<file path="src/rtl/mem_dados_ctrl_if.sv">
// CPU-side request/response and RAM-side port bundle for the load/store sequencer.
interface mem_dados_ctrl_if #(
  parameter int unsigned ADDR_WIDTH = 4
);
  localparam int unsigned BYTE_AW = ADDR_WIDTH + 2;

  logic                  req;
  logic                  wr;
  logic [1:0]            dtype;
  logic [BYTE_AW-1:0]    addr;
  logic [31:0]           wdata;
  logic                  ack;
  logic                  err;
  logic [31:0]           rdata;
  logic                  busy;
  logic [ADDR_WIDTH-1:0] mem_raddr;
  logic [ADDR_WIDTH-1:0] mem_waddr;
  logic                  mem_we;
  logic [31:0]           mem_wdata;
  logic [31:0]           mem_q;

  modport master (
    output req, wr, dtype, addr, wdata, mem_q,
    input  ack, err, rdata, busy, mem_raddr, mem_waddr, mem_we, mem_wdata
  );

  modport slave (
    input  req, wr, dtype, addr, wdata, mem_q,
    output ack, err, rdata, busy, mem_raddr, mem_waddr, mem_we, mem_wdata
  );
endinterface

</file>
<file path="src/rtl/mem_dados_ctrl.sv">
// Load/store sequencer: byte-addressed CPU requests onto a 32-bit word RAM,
// sub-word stores done as read-modify-write, loads zero-extended.
module mem_dados_ctrl #(
  parameter int unsigned ADDR_WIDTH = 4
) (
  input  logic clk,
  input  logic rst_n,
  mem_dados_ctrl_if.slave bus
);
  localparam int unsigned BYTE_AW = ADDR_WIDTH + 2;

  typedef enum logic [2:0] {IDLE, READ, MERGE, WRITE, DONE} state_t;

  state_t               state;
  logic [BYTE_AW-1:0]   a_addr;
  logic                 a_wr;
  logic [1:0]           a_dtype;
  logic [31:0]          a_wdata;
  logic                 a_err;

  logic                 misaligned;
  logic [31:0]          merged;
  logic [31:0]          extracted;
  logic [4:0]           byte_sh;
  logic [4:0]           half_sh;

  // Alignment check on the incoming request (halfword needs addr[0]=0, word addr[1:0]=0).
  always_comb begin
    misaligned = 1'b0;
    case (bus.dtype)
      2'b01:   misaligned = bus.addr[0];
      2'b10:   misaligned = 1'b0;
      default: misaligned = (bus.addr[1:0] != 2'b00);
    endcase
  end

  // Little-endian lane insert (stores) and lane extract (loads) on the RAM word.
  always_comb begin
    byte_sh   = {a_addr[1:0], 3'b000};
    half_sh   = {a_addr[1], 4'b0000};
    merged    = bus.mem_q;
    extracted = bus.mem_q;
    case (a_dtype)
      2'b01: begin
        merged[half_sh +: 16] = a_wdata[15:0];
        extracted             = 32'(bus.mem_q[half_sh +: 16]);
      end
      2'b10: begin
        merged[byte_sh +: 8] = a_wdata[7:0];
        extracted            = 32'(bus.mem_q[byte_sh +: 8]);
      end
      default: begin
        merged    = a_wdata;
        extracted = bus.mem_q;
      end
    endcase
  end

  always_ff @(posedge clk or negedge rst_n) begin
    if (!rst_n) begin
      state         <= IDLE;
      a_addr        <= '0;
      a_wr          <= 1'b0;
      a_dtype       <= 2'b00;
      a_wdata       <= '0;
      a_err         <= 1'b0;
      bus.ack       <= 1'b0;
      bus.err       <= 1'b0;
      bus.rdata     <= '0;
      bus.busy      <= 1'b0;
      bus.mem_raddr <= '0;
      bus.mem_waddr <= '0;
      bus.mem_we    <= 1'b0;
      bus.mem_wdata <= '0;
    end else begin
      bus.ack    <= 1'b0;
      bus.err    <= 1'b0;
      bus.mem_we <= 1'b0;
      case (state)
        IDLE: begin
          bus.busy <= 1'b0;
          if (bus.req) begin
            a_addr   <= bus.addr;
            a_wr     <= bus.wr;
            a_dtype  <= bus.dtype;
            a_wdata  <= bus.wdata;
            a_err    <= misaligned;
            bus.busy <= 1'b1;
            if (misaligned) begin
              state   <= DONE;
              bus.ack <= 1'b1;
              bus.err <= 1'b1;
            end else if (bus.wr && (bus.dtype == 2'b00 || bus.dtype == 2'b11)) begin
              state         <= WRITE;
              bus.mem_we    <= 1'b1;
              bus.mem_waddr <= bus.addr[BYTE_AW-1:2];
              bus.mem_wdata <= bus.wdata;
            end else begin
              state         <= READ;
              bus.mem_raddr <= bus.addr[BYTE_AW-1:2];
            end
          end
        end
        READ: begin
          state <= MERGE;
        end
        MERGE: begin
          if (a_wr) begin
            state         <= WRITE;
            bus.mem_we    <= 1'b1;
            bus.mem_waddr <= a_addr[BYTE_AW-1:2];
            bus.mem_wdata <= merged;
          end else begin
            state     <= DONE;
            bus.rdata <= extracted;
            bus.ack   <= 1'b1;
          end
        end
        WRITE: begin
          state   <= DONE;
          bus.ack <= 1'b1;
        end
        DONE: begin
          // ack/err drop via defaults; busy stays high through this cycle
          state    <= IDLE;
          bus.busy <= 1'b0;
          bus.err  <= 1'b0;
        end
        default: begin
          state    <= IDLE;
          bus.busy <= 1'b0;
        end
      endcase
      if (state == IDLE && bus.req) begin
        bus.err <= misaligned;
      end else if (state != DONE) begin
        bus.err <= (state == MERGE && !a_wr) || state == WRITE ? a_err : 1'b0;
      end
    end
  end
endmodule

</file>
<file path="src/flat_wrapper.sv">
// flat-port wrapper written by rule: the top's interface ports become plain ports
module mem_dados_ctrl_flat 
#(
  parameter int unsigned ADDR_WIDTH = 4
)
  (clk, rst_n, bus_req, bus_wr, bus_dtype, bus_addr, bus_wdata, bus_mem_q, bus_ack, bus_err, bus_rdata, bus_busy, bus_mem_raddr, bus_mem_waddr, bus_mem_we, bus_mem_wdata);
  mem_dados_ctrl_if #(.ADDR_WIDTH(ADDR_WIDTH)) bus_i ();
  input  logic clk;
  input  logic rst_n;
  input wire logic [$bits(bus_i.req)-1:0] bus_req;
  input wire logic [$bits(bus_i.wr)-1:0] bus_wr;
  input wire logic [$bits(bus_i.dtype)-1:0] bus_dtype;
  input wire logic [$bits(bus_i.addr)-1:0] bus_addr;
  input wire logic [$bits(bus_i.wdata)-1:0] bus_wdata;
  input wire logic [$bits(bus_i.mem_q)-1:0] bus_mem_q;
  output wire logic [$bits(bus_i.ack)-1:0] bus_ack;
  output wire logic [$bits(bus_i.err)-1:0] bus_err;
  output wire logic [$bits(bus_i.rdata)-1:0] bus_rdata;
  output wire logic [$bits(bus_i.busy)-1:0] bus_busy;
  output wire logic [$bits(bus_i.mem_raddr)-1:0] bus_mem_raddr;
  output wire logic [$bits(bus_i.mem_waddr)-1:0] bus_mem_waddr;
  output wire logic [$bits(bus_i.mem_we)-1:0] bus_mem_we;
  output wire logic [$bits(bus_i.mem_wdata)-1:0] bus_mem_wdata;
  assign bus_i.req = bus_req;
  assign bus_i.wr = bus_wr;
  assign bus_i.dtype = bus_dtype;
  assign bus_i.addr = bus_addr;
  assign bus_i.wdata = bus_wdata;
  assign bus_i.mem_q = bus_mem_q;
  assign bus_ack = bus_i.ack;
  assign bus_err = bus_i.err;
  assign bus_rdata = bus_i.rdata;
  assign bus_busy = bus_i.busy;
  assign bus_mem_raddr = bus_i.mem_raddr;
  assign bus_mem_waddr = bus_i.mem_waddr;
  assign bus_mem_we = bus_i.mem_we;
  assign bus_mem_wdata = bus_i.mem_wdata;
  mem_dados_ctrl #(.ADDR_WIDTH(ADDR_WIDTH)) u_core (.clk(clk), .rst_n(rst_n), .bus(bus_i));
endmodule
</file>
<file path="config.mk">
export PLATFORM = sky130hd
export DESIGN_NAME = mem_dados_ctrl_flat
export DESIGN_NICKNAME = d
export VERILOG_FILES = /design/src/rtl/mem_dados_ctrl_if.sv /design/src/rtl/mem_dados_ctrl.sv /design/src/flat_wrapper.sv
export SDC_FILE = /design/constraint.sdc
export NUM_CORES = 1
export LEC_CHECK = 0
export CAP_MARGIN = 20
export CELL_PAD_IN_SITES_DETAIL_PLACEMENT = 1
export CELL_PAD_IN_SITES_GLOBAL_PLACEMENT = 1
export CORE_UTILIZATION = 35
export DETAILED_ROUTE_END_ITERATION = 8
export PLACE_DENSITY = 0.78
export SYNTH_ARGS = -nofsm -noshare
export SYNTH_HDL_FRONTEND = slang
export SYNTH_SLANG_ARGS = --single-unit
</file>
<file path="constraint.sdc">
create_clock -name clk -period 2.35 [get_ports clk]
set_input_delay 0.47 -clock clk [delete_from_list [all_inputs] [get_ports clk]]
set_output_delay 0.47 -clock clk [all_outputs]
set_load 0.01 [all_outputs]
</file>
==> flow_summary.toml <==
[timing]
layout_min_cycle_time_ns = 2.185
slew-limit-headroom_pct = 54.22
setup_ws_ns = 0.1655
finalClockSkew_ns = 0.009194
setup_viol = 0
fmax_ghz = 0.4578
timing.final.crit_share_pct = 92.96
hold_viol = 0
rsz0062_at_grt = "false"
slew_violations = 0
worst_slew_pin_slew_ns = 0.6848

[global_routing]
antenna_found_initial = 0
grt_pass1_wl_um = 33110
grt_usage_pct = 24.56
grt_max_degree = 122
grt_pass1_vias = 5984
grt_overflow = 0

[final_layout]
final_util_pct = 50.74
area_growth_pct = 41.19
nFillCells = 1923
final_cell_mix = "nand2_1 (184), clkdlybuf4s50_1 (150), dfrtp_1 (121), o21ai_0 (63), nor2_1 (37)"
num_antenna_cells = 0
drive_gt1_share_pct = 10.24
num-nets-final = 892
layout_commonest_cell = "nand2_1"
final_area_um2 = 8444

[critical_path]
rr_startpoint = "u_core.a_addr[0]$_DFFE_PN0P_"
cp_data_arrival_time_ns = 2.51
worst_setup_path_start_kind = "register"
critical_path_class = "reg2reg"
r2r-end = "u_core.bus.mem_wdata[10]$_DFFE_PN0P_"
crit_path_max_fanout = 8
endpoint_kind = "register"
worstPathRequired_ns = 2.68
worstRegToRegCells = 6
max_stage_delay_ns = 0.47
crit_buf_inv = 1
crit_chain = "inv_1, ha_1, nand4bb_1, nor3_2, a222oi_1, o21ai_0"
reg2reg_setup_slack_ns = 0.17
path_delay_family = "simple AND/OR/NAND/NOR gates"
worst_path_max_delay_cell = "ha_1"

[place]
hpwl_um = 15150
gp_congestion = 0.9145
io_buffers = 151
pre_cts_ws_ns = -0.1812
placed_area_um2 = 7809

[power_and_ir_drop]
vdd_drop_max_mv = 0.7594
power.density_nw_per_um2 = 1499
p_total_mw = 12.65
p_leak_nw = 3.783

[yosys]
synth_nets = 733
syn_area_um2 = 5981
seq_area_frac_synth_pct = 50.63
synth_seq_cells = 121
yosysWarnings = 0
ys_types = 42
synth_top_area_cell = "dfrtp_1"
synth_edf_count = 0
async_reset_ff_share_pct = 100.0
synth_area_per_cell_um2 = 9.215
synthFlopType = "dfrtp_1"
yosys-top-cells-area = "dfrtp_1 (51%), nand2_1 (12%), o21ai_0 (5.3%)"
synth.top_cell.area_share_pct = 50.63
syn_inst = 649

[run]
maxCapViolCount = 0

[detailed_routing]
ant_nets = 0
via_count = 5681
wl_per_cell_um = 19.84
routed_wirelength_um = 20630
drtPass1Iterations = 8
drt_iter0_drc = 462
route.detailed.drc = 0
via_per_inst = 5.463

[floorplan]
die_area_um2 = 17610
die_w_um = 132.7
floorplan.initialDensity_pct = 35.94
core_um2 = 16640
io_pins = 152
fp-row-count = 47
die_h_um = 132.7

[clocking]
cts_made_buffers = 17
clockRootBuffer = "clkbuf_16"
clk_latency_ns = 0.43
clock-sinks = 121
htree_levels = 4
cts_setup_buffers = 0
cts_buffer_depth = 2
cts_tree = "done"
cts.reportedPaths.clkPinSlew_ns = 0.06

[status]
status = "completed"

[worst_hold_path]
hold_path.class = "in2async"
repair_timing:
action | CTS | global route
hold buffers | 0 | 0
gates resized for setup | 1 | 3
endpoints found under the setup margin | 2 | 14
worst max-delay path by stage:
stage / endpoint / start / slack, ns / cells after the start
after floorplan: u_core.bus.mem_wdata[10]$_DFFE_PN0P_ / u_core.a_addr[1]$_DFFE_PN0P_ / 0.27 / 7
final: u_core.bus.mem_wdata[10]$_DFFE_PN0P_ / u_core.a_addr[0]$_DFFE_PN0P_ / 0.17 / 6
after detailed placement: u_core.bus.mem_wdata[30]$_DFFE_PN0P_ / bus_dtype[1] / -0.18 / 9
after global placement: u_core.bus.mem_wdata[6]$_DFFE_PN0P_ / bus_dtype[1] / -0.05 / 8
after CTS: u_core.bus.mem_wdata[26]$_DFFE_PN0P_ / u_core.a_dtype[0]$_DFFE_PN0P_ / 0.11 / 6
after global routing: u_core.bus.mem_wdata[10]$_DFFE_PN0P_ / u_core.a_addr[0]$_DFFE_PN0P_ / 0.04 / 6
area by class of cell:
type,instances,area (um^2),area share (%)
well taps,220,275.3,3.260
clock buffers,24,491.7,5.823
clock inverters,7,115.1,1.363
repair buffers,181,1747,20.68
inverters,13,48.80,0.5779
flip-flops and latches,121,3028,35.86
multi-input cells,474,2739,32.43
kinds of logic (layout without fill, tap and decap cells):
kind of cell / after synthesis / in the layout / share of synthesized area (%)
AND/OR/NAND/NOR: 245 / 245 / 17.13
AO/OA/AOI/OAI: 194 / 194 / 21.63
flip-flops: 121 / 121 / 50.63
buffers and inverters: 54 / 225 / 4.100
multiplexers: 27 / 27 / 4.833
adder cells (fa/ha/maj): 8 / 8 / 1.674
power breakdown:
part	switching, mW	internal, mW
Combinational	3.39	2.69
Clock	0.936	1.77
Sequential	0.791	3.07
Total	5.12	7.53
sequential cells by signal (all words and copies together) (netlist names), 2 cells and up:
signal,flops
u_core.a_wdata,32
u_core.state,3
u_core.a_dtype,2
u_core.bus.mem_waddr,4
u_core.a_addr,6
u_core.bus.mem_wdata,32
u_core.bus.rdata,32
u_core.bus.mem_raddr,4
metrics by stage:
| step | hold slack, ns | setup TNS, ns | cells |
|---|---|---|---|
| 6_report | 0.1413 | 0 | 1040 |
| 5_1_grt | 0.2035 | 0 | 1040 |
| 2_1_floorplan | 0.1744 | 0 | 649 |
| 3_5_place_dp | 0.4592 | -4.138 | 1009 |
| 4_1_cts | 0.1744 | 0 | 1040 |
| 3_3_place_gp | 0.4530 | -1.171 | 1009 |
cell usage after synthesis (3+ instances only):
| cell type | instances |
|---|---|
| a221oi_1 | 21 |
| buf_1 | 3 |
| buf_4 | 3 |
| nor2_1 | 37 |
| a221o_1 | 3 |
| a211oi_1 | 13 |
| o22ai_1 | 8 |
| dfrtp_1 | 121 |
| a21oi_1 | 21 |
| a222oi_1 | 8 |
| nand2b_1 | 7 |
| o31ai_1 | 17 |
| mux2i_1 | 12 |
| o21ai_1 | 4 |
| o21ai_0 | 63 |
| ha_1 | 8 |
| mux2_2 | 15 |
| clkbuf_1 | 20 |
| a21o_1 | 11 |
| buf_2 | 13 |
| a22oi_1 | 19 |
| inv_1 | 13 |
| nand2_1 | 184 |
layer usage:
metal | routed length, um | track usage, % | vias to the layer above
met5 | 0 | 0 | -
met4 | 469 | 8.748 | 0
met3 | 1331 | 5.785 | 36
met2 | 9672 | 38.86 | 234
met1 | 9159 | 32.85 | 2797
li1 | - | - | 2614
(Power assumes the default switching activity.)
